===== config.mk =====
export PLATFORM = sky130hd
export DESIGN_NAME = bsg_rotate_pipe
export DESIGN_NICKNAME = d
export VERILOG_FILES = /design/src/rtl/bsg_rotate_pkg.sv /design/src/rtl/bsg_rotate_stage.sv /design/src/rtl/bsg_rotate_pipe.sv
export SDC_FILE = /design/constraint.sdc
export NUM_CORES = 1
export LEC_CHECK = 0
export CORE_MARGIN = 1
export CORE_UTILIZATION = 35
export DETAILED_ROUTE_END_ITERATION = 6
export PLACE_DENSITY = 0.63
export SKIP_LAST_GASP = 1
export SLEW_MARGIN = 40
export SYNTH_ARGS = -nofsm -noshare
export SYNTH_HDL_FRONTEND = slang
export SYNTH_HIERARCHICAL = 1
export SYNTH_SLANG_ARGS = --single-unit

===== constraint.sdc =====
create_clock -name clk_i -period 2.7 [get_ports clk_i]
set_clock_uncertainty 0.15 [all_clocks]
set_input_delay 0.675 -clock clk_i [delete_from_list [all_inputs] [get_ports clk_i]]
set_output_delay 0.675 -clock clk_i [all_outputs]
set_load 0.01 [all_outputs]

===== src/rtl/bsg_rotate_pkg.sv =====
// Shared types and helpers for the pipelined rotate/shift block.
// Left modes are realised as bit-reverse / right-op / bit-reverse.
package bsg_rotate_pkg;

  typedef enum logic [1:0] {
    ROR = 2'd0,
    ROL = 2'd1,
    SRL = 2'd2,
    SLL = 2'd3
  } bsg_rotate_mode_e;

  // Widest word the bit-reverse helper handles; callers size-cast in and out.
  localparam int max_width_lp = 256;

  function automatic logic [max_width_lp-1:0] bsg_rotate_bitrev(
    input logic [max_width_lp-1:0] x,
    input int                      w
  );
    logic [max_width_lp-1:0] r;
    r = '0;
    for (int i = 0; i < max_width_lp; i++) begin
      if (i < w) r[i] = x[w-1-i];
    end
    return r;
  endfunction

  function automatic logic bsg_rotate_is_left(input logic [1:0] m);
    return (m == ROL) || (m == SLL);
  endfunction

  function automatic logic bsg_rotate_is_shift(input logic [1:0] m);
    return (m == SRL) || (m == SLL);
  endfunction

endpackage


===== src/rtl/bsg_rotate_stage.sv =====
// Combinational group of right-rotate/right-shift log-shifter levels.
// Level first_level_p+i moves the word by 2^(first_level_p+i) when that amt bit is set.
module bsg_rotate_stage #(
  parameter int width_p       = 16,
  parameter int first_level_p = 0,
  parameter int num_levels_p  = 1,
  localparam int lg_width_lp  = $clog2(width_p)
) (
  input  logic [width_p-1:0]     data_i,
  input  logic [lg_width_lp-1:0] amt_i,
  input  logic                   zero_fill_i,
  output logic [width_p-1:0]     data_o
);

  logic [num_levels_p:0][width_p-1:0] lvl;

  assign lvl[0] = data_i;

  for (genvar i = 0; i < num_levels_p; i++) begin : g_level
    localparam int dist_lp = 1 << (first_level_p + i);
    logic [width_p-1:0] moved;

    assign moved = zero_fill_i ? (lvl[i] >> dist_lp)
                               : ((lvl[i] >> dist_lp) | (lvl[i] << (width_p - dist_lp)));
    assign lvl[i+1] = amt_i[first_level_p+i] ? moved : lvl[i];
  end

  assign data_o = lvl[num_levels_p];

  // Amount bits outside this stage's levels belong to other stages.
  logic unused_amt;
  assign unused_amt = ^{amt_i, zero_fill_i};

endmodule


===== src/rtl/bsg_rotate_pipe.sv =====
// Pipelined rotate/shift, stages_p cycles latency, valid/ready in and valid/yumi out.
// Bubbles collapse; ready_o is combinational from yumi_i through the stage chain.
module bsg_rotate_pipe
  import bsg_rotate_pkg::*;
#(
  parameter int width_p      = 16,
  parameter int stages_p     = 2,
  localparam int lg_width_lp = $clog2(width_p)
) (
  input  logic                   clk_i,
  input  logic                   reset_i,
  input  logic                   v_i,
  output logic                   ready_o,
  input  logic [width_p-1:0]     data_i,
  input  logic [lg_width_lp-1:0] amt_i,
  input  logic [1:0]             mode_i,
  output logic                   v_o,
  output logic [width_p-1:0]     data_o,
  input  logic                   yumi_i
);

  localparam int levels_per_stage_lp = (lg_width_lp + stages_p - 1) / stages_p;

  logic [stages_p-1:0]                  v_q;
  logic [stages_p-1:0]                  load;
  logic [stages_p-1:0][width_p-1:0]     data_q;
  logic [stages_p-1:0][lg_width_lp-1:0] amt_q;
  logic [stages_p-1:0][1:0]             mode_q;
  logic [width_p-1:0]                   entry_data;
  logic [width_p-1:0]                   last_data;
  logic [1:0]                           last_mode;

  assign entry_data = bsg_rotate_is_left(mode_i)
                    ? width_p'(bsg_rotate_bitrev(max_width_lp'(data_i), width_p))
                    : data_i;

  // Walk from the tail: a stage can load if it is empty or its word is leaving.
  always_comb begin
    logic nxt;
    load = '0;
    nxt  = yumi_i;
    for (int k = stages_p - 1; k >= 0; k--) begin
      load[k] = ~v_q[k] | (v_q[k] & nxt);
      nxt     = load[k];
    end
  end

  assign ready_o = load[0];

  for (genvar k = 0; k < stages_p; k++) begin : g_stage
    localparam int first_lp = (k * levels_per_stage_lp < lg_width_lp)
                            ? k * levels_per_stage_lp : lg_width_lp;
    localparam int num_lp   = (lg_width_lp - first_lp < levels_per_stage_lp)
                            ? lg_width_lp - first_lp : levels_per_stage_lp;

    logic                   v_in;
    logic [width_p-1:0]     sh_in;
    logic [width_p-1:0]     sh_out;
    logic [lg_width_lp-1:0] amt_in;
    logic [1:0]             mode_in;
    logic                   v_r;
    logic [width_p-1:0]     data_r;
    logic [lg_width_lp-1:0] amt_r;
    logic [1:0]             mode_r;

    if (k == 0) begin : g_head
      assign v_in    = v_i;
      assign sh_in   = entry_data;
      assign amt_in  = amt_i;
      assign mode_in = mode_i;
    end else begin : g_body
      assign v_in    = v_q[k-1];
      assign sh_in   = data_q[k-1];
      assign amt_in  = amt_q[k-1];
      assign mode_in = mode_q[k-1];
    end

    bsg_rotate_stage #(
      .width_p      (width_p),
      .first_level_p(first_lp),
      .num_levels_p (num_lp)
    ) u_stage (
      .data_i     (sh_in),
      .amt_i      (amt_in),
      .zero_fill_i(bsg_rotate_is_shift(mode_in)),
      .data_o     (sh_out)
    );

    always_ff @(posedge clk_i) begin
      if (reset_i) begin
        v_r <= 1'b0;
      end else if (load[k]) begin
        v_r <= v_in;
      end
      if (load[k] & v_in) begin
        data_r <= sh_out;
        amt_r  <= amt_in;
        mode_r <= mode_in;
      end
    end

    assign v_q[k]    = v_r;
    assign data_q[k] = data_r;
    assign amt_q[k]  = amt_r;
    assign mode_q[k] = mode_r;
  end

  assign last_data = data_q[stages_p-1];
  assign last_mode = mode_q[stages_p-1];
  assign v_o       = v_q[stages_p-1];
  assign data_o    = bsg_rotate_is_left(last_mode)
                   ? width_p'(bsg_rotate_bitrev(max_width_lp'(last_data), width_p))
                   : last_data;

  // The tail's amount has been fully consumed by the time it is registered.
  logic unused_amt_tail;
  assign unused_amt_tail = ^amt_q[stages_p-1];

  always_ff @(posedge clk_i) begin
    if (!reset_i && yumi_i) assert (v_o);
  end

endmodule


== Yosys cells after proc, flatten, opt, wreduce, memory -nomap -nowiden ==
Index checks and enable logic that the tools add are counted.

* Register bits: 42
* RAM bits: 0
* Input port bits: 26
* Memories: 0
* ROM bits: 0
* Latch bits: 0

* Reduce and logical (&&, ||, !) cells: 4
* Mux-type cells: 10
* Multiply operators: 0
* Bitwise logic cells: 11
* Add/subtract/negate cells: 0
* Magnitude comparators: 0
* Eq/ne operators: 7
* Div/mod/pow operators: 0
* Shift operators: 0

{| class="wikitable"
|+ Operator list
! cell !! count
|-
| 16-bit 2-to-1 mux || 10
|-
| 12-bit by 16-bit OR with 16-bit output || 1
|-
| 14-bit by 16-bit OR with 16-bit output || 1
|-
| 15-bit by 16-bit OR with 16-bit output || 1
|-
| 8-bit by 16-bit OR with 16-bit output || 1
|-
| 2-bit == test (second input constant) || 5
|-
| 2-bit by 1-bit == test with 1-bit output (second input constant) || 2
|-
| 1-bit logical OR || 4
|-
| 1-bit bitwise AND || 3
|-
| 1-bit NOT || 2
|-
| 1-bit OR || 2
|}

== Longest topological paths before layout ==
* Word-level depth: 9
* Depth in mapped cells: 5

== Hierarchy ==
The synthesis kept the hierarchy.

{| class="wikitable"
|+ By module, submodules not included
! module !! area each (um^2) !! cells each !! sequential area each (um^2) !! times used
|-
| bsg_rotate_pipe || 1,760.4 || 87 || 1,211.2 || 1
|-
| bsg_rotate_stage at g_stage[0].u_stage || 461.7 || 29 || 0.0 || 1
|-
| bsg_rotate_stage at g_stage[1].u_stage || 377.9 || 45 || 0.0 || 1
|}

== Worst setup path after synthesis ==
OpenSTA, ideal clock, no wires.

* Path type: input -> register
* From: input port mode_i[0]
* To: register g_stage[0].data_r[9], data pin
* Required time: 2.277 ns
* Path slack: 0.570 ns
* Data arrival time: 1.707 ns
* Stages on the path: 4
* Library setup time: 0.273 ns
* Buffers on the path: 2
* Path through: buf_6 > buf_12 > mux2_4 > mux4_1

* Elaborated cells between the ends (all ways): 12

{| class="wikitable"
|+ RTL lines
! what !! line !! text
|-
| start, declared || bsg_rotate_pipe.sv:16 || <nowiki>input logic [1:0] mode_i,</nowiki>
|-
| 2-bit by 1-bit == test with 1-bit output / 2-bit == test (equally long branches) || bsg_rotate_pkg.sv:28 || <nowiki>return (m == ROL) || (m == SLL);</nowiki>
|-
| 1-bit logical OR * || bsg_rotate_pkg.sv:28 ||
|-
| 16-bit 2-to-1 mux * || bsg_rotate_pipe.sv:34 || <nowiki>? width_p'(bsg_rotate_bitrev(max_width_lp'(data_i), width_p))</nowiki>
|-
| via entry_data[10] || bsg_rotate_pipe.sv:29 || <nowiki>logic [width_p-1:0] entry_data;</nowiki>
|-
| 15-bit by 16-bit OR with 16-bit output || bsg_rotate_stage.sv:24 || <nowiki>: ((lvl[i] >> dist_lp) | (lvl[i] << (width_p - dist_lp)));</nowiki>
|-
| 16-bit 2-to-1 mux * || bsg_rotate_stage.sv:23 || <nowiki>assign moved = zero_fill_i ? (lvl[i] >> dist_lp)</nowiki>
|-
| 16-bit 2-to-1 mux * (2 in series) || bsg_rotate_stage.sv:25 || <nowiki>assign lvl[i+1] = amt_i[first_level_p+i] ? moved : lvl[i];</nowiki>
|-
| via g_stage[0].sh_out[9] || bsg_rotate_pipe.sv:58 || <nowiki>logic [width_p-1:0] sh_out;</nowiki>
|-
| end signal, assigned || bsg_rotate_pipe.sv:96 || <nowiki>data_r <= sh_out;</nowiki>
|-
| end, declared || bsg_rotate_pipe.sv:62 || <nowiki>logic [width_p-1:0] data_r;</nowiki>
|}

The timed path passes the listed nets; every way through them passes the cells marked *.
A chain may end at the register's enable or synchronous reset.

== Final worst setup path ==
* From: input port yumi_i
* To: output port ready_o

* Cells in the longest elaborated chain, start to end: 4

{| class="wikitable"
|+ RTL lines
! what !! line !! text
|-
| start, declared || bsg_rotate_pipe.sv:19 || <nowiki>input logic yumi_i</nowiki>
|-
| 1-bit bitwise AND || bsg_rotate_pipe.sv:43 || <nowiki>load[k] = ~v_q[k] | (v_q[k] & nxt);</nowiki>
|-
| 1-bit OR || bsg_rotate_pipe.sv:43 ||
|-
| 1-bit bitwise AND || bsg_rotate_pipe.sv:43 ||
|-
| 1-bit OR || bsg_rotate_pipe.sv:43 ||
|-
| end, declared || bsg_rotate_pipe.sv:13 || <nowiki>output logic ready_o,</nowiki>
|}

No other way between the ends.

==> reports/qor.csv <==
stage,metric,value,unit
drt,WL/cell,13.0,um
worst_setup_path,Worst path most repeated cell,clkdlybuf4s50_1,
floorplan,Starting Density,0.368,
global_route,initial antenna violation count,0,
synth,warnings from Yosys,6,
worst_setup_path,nature of the critical path endpoint,output port,
synth,Post-Syn Nets,185,
worst_setup_path,CP startpoint,yumi_i,
power_and_ir_drop,Worst VDD drop,0.000181,V
worst_setup_path,WS Path Type,in -> out,
timing,Setup Viol. Count Final,0,
floorplan,FP Rows,30,
synth,synthesized cell area,2540,um^2
floorplan,Die ar.,7600,um^2
global_route,vias in the first global route,1403,
drt,vias per cell,4.92,
timing,Fmax,377,MHz
power_and_ir_drop,leakage,1.21,nW
worst_setup_path,worst r2r src,g_stage[0].amt_r[2]$_DFFE_PP_,
synth,Mapped Avg Cell Area,16.0,um^2
floorplan,Core ar.,6910,um^2
synth,Cells after Synth,159,
hold_path,Cells on Worst Hold Path,2,
layout,nets,233,
power_and_ir_drop,Sw Pwr,0.000339,W
flow_run,max-cap viol count,0,
power_and_ir_drop,total power draw,0.00147,W
clock_network,"CTS clk-pin slew, worst paths",0.08,ns
timing,Slew @ Worst Pin,0.719,ns
timing,slack of the critical path,0.0486,ns
global_route,GR Overflow Total,0,
layout,"commonest non-fill, non-tap cell in the layout",clkdlybuf4s50_1,
clock_network,quantity of gates resized following cts,0,
timing,Final Hold Viols,0,
layout,Layout area overhead,23.8,%
clock_network,CTS root buf,clkbuf_8,
placement,routability cong.,0.866,
layout,Layout Utilization,0.455,
power_and_ir_drop,Clk pwr share,0.260,
worst_setup_path,worst reg2reg path depth,3,
power_and_ir_drop,Int Pwr,0.00114,W
timing,max-slew violation count,0,
clock_network,H-Tree Depth,2,
global_route,first-pass GRT wire length,6530,um
worst_setup_path,"Arr. time, crit path",1.83,ns
global_route,total track usage,0.113,
clock_network,Post-CTS Hold Buffers,0,
clock_network,CTS Buf Count,5,
worst_setup_path,Reg-to-Reg End,g_stage[1].data_r[7]$_DFFE_PP_,
power_and_ir_drop,pwr dens,469,nW/um^2
timing,RSZ-0062 raised after global routing,false,
hold_path,min-delay src,g_stage[0].v_r$_SDFFE_PP0P_,
clock_network,buffer count from post-CTS setup fixing,0,
worst_setup_path,CP Launch Type,primary input,
worst_setup_path,Crit path largest cell delay,0.55,ns
placement,dpl ws,-0.0407,ns
hold_path,Min-Delay Path Class,reg -> reg,
layout,most frequent cells in the layout,"43 x clkdlybuf4s50_1, 37 x edfxtp_1, 25 x mux2i_1",
drt,ANT nets after route,0,
power_and_ir_drop,Reg power frac,0.514,
clock_network,clock tree buffer depth,2,
timing,Slew Limit Headroom,0.521,
drt,Routed WL,3960,um
power_and_ir_drop,switching part of the total,0.230,
layout,fraction of layout cells with a size suffix above 1,0.264,
clock_network,CTS tree,built,
drt,DRC viols,0,
global_route,largest net degree at the start of global routing,21,
drt,DR iter-0 viols,39,
placement,Detail Placement HPWL,3170,um
floorplan,Die Wd,87.2,um
hold_path,WHS Endpoint,v_o$_SDFFE_PP0P_,
placement,# port buffers,43,
status,run status,"finished, final reports clean",
timing,post-route clock period utilization,0.982,
clock_network,CTS sink cnt,39,
clock_network,insertion delay to the later sink of the worst-skew pair,0.29,ns
power_and_ir_drop,Logic pwr share,0.226,
layout,Ant. Diodes,0,
worst_setup_path,CP max FO,3,
floorplan,I/O pin cnt,44,
floorplan,Chip Height,87.2,um
worst_setup_path,CP Data Required Time,1.88,ns
worst_setup_path,"setup slack, reg-to-reg",0.84,ns
worst_setup_path,Crit-path slowest cell,clkdlybuf4s50_1,
timing,fin crit period,2.65,ns
timing,setup TNS,0,ns
drt,Pre-antenna DRT Iters,4,
worst_setup_path,cells along the critical path,"clkdlybuf4s50_1, nand3b_1, clkdlybuf4s50_1",
drt,total number of vias,1496,
==> layer usage <==
layer | wire length [um] | part of all wire | vias up | global-route usage
met5 | 0 | 0 | - | 0
met1 | 1730 | 0.44 | 689 | 0.128
met3 | 167 | 0.042 | 11 | 0.0199
met4 | 123 | 0.031 | 0 | 0.0730
li1 | - | - | 746 | -
met2 | 1940 | 0.49 | 50 | 0.195
==> critical path: cells and delay by family <==
| kind | cells | cell delay (ns) |
|---|---|---|
| and+or+nand+nor | 1 | 0.14 |
| buffers and inverters | 2 | 1.01 |
==> metrics by stage <==
step                cells  hold slack [ns]  area (um^2)
global placement      296            0.291         3060
floorplan             159            0.250         2540
global route          304            0.339         3150
detailed placement    296            0.303         3060
finish                304            0.322         3150
CTS                   304            0.321         3150
==> area by class of cell <==
cell class / instances / area [um^2]
Sequential cell: 39 / 1150
Inverter: 4 / 15.0
Clock inverter: 1 / 3.75
Tap cell: 96 / 120
Fill cell: 647 / 3760
Clock buffer: 7 / 86.3
Multi-Input combinational cell: 103 / 1230
Timing Repair Buffer: 54 / 538
==> sequential cells by signal (all words and copies together), names as in the netlist <==
register        cells
g_stage.amt_r       2
g_stage.data_r     32
g_stage.mode_r      3
g_stage.v_r         1
v_o                 1
==> how the worst max path moves through the flow <==
stage	slack (ns)	endpoint	cells after the start
finish	0.05	ready_o	3
global route	0.009	ready_o	3
CTS	0.04	ready_o	3
detailed placement	-0.04	g_stage[0].data_r[2]$_DFFE_PP_	4
global placement	-0.008	g_stage[0].data_r[3]$_DFFE_PP_	4
floorplan	0.57	g_stage[0].data_r[9]$_DFFE_PP_	4
==> power groups by stage <==
stage	sequential [W]	combinational, W	clock (W)
2_1_floorplan	0.000757	0.000229	0
3_3_place_gp	0.000770	0.000333	0
3_5_place_dp	0.000772	0.000335	0
4_1_cts	0.000759	0.000337	0.000392
5_1_grt	0.000765	0.000360	0.000417
6_report	0.000758	0.000333	0.000383
No activity file was read; power rests on OpenSTA's default activity.
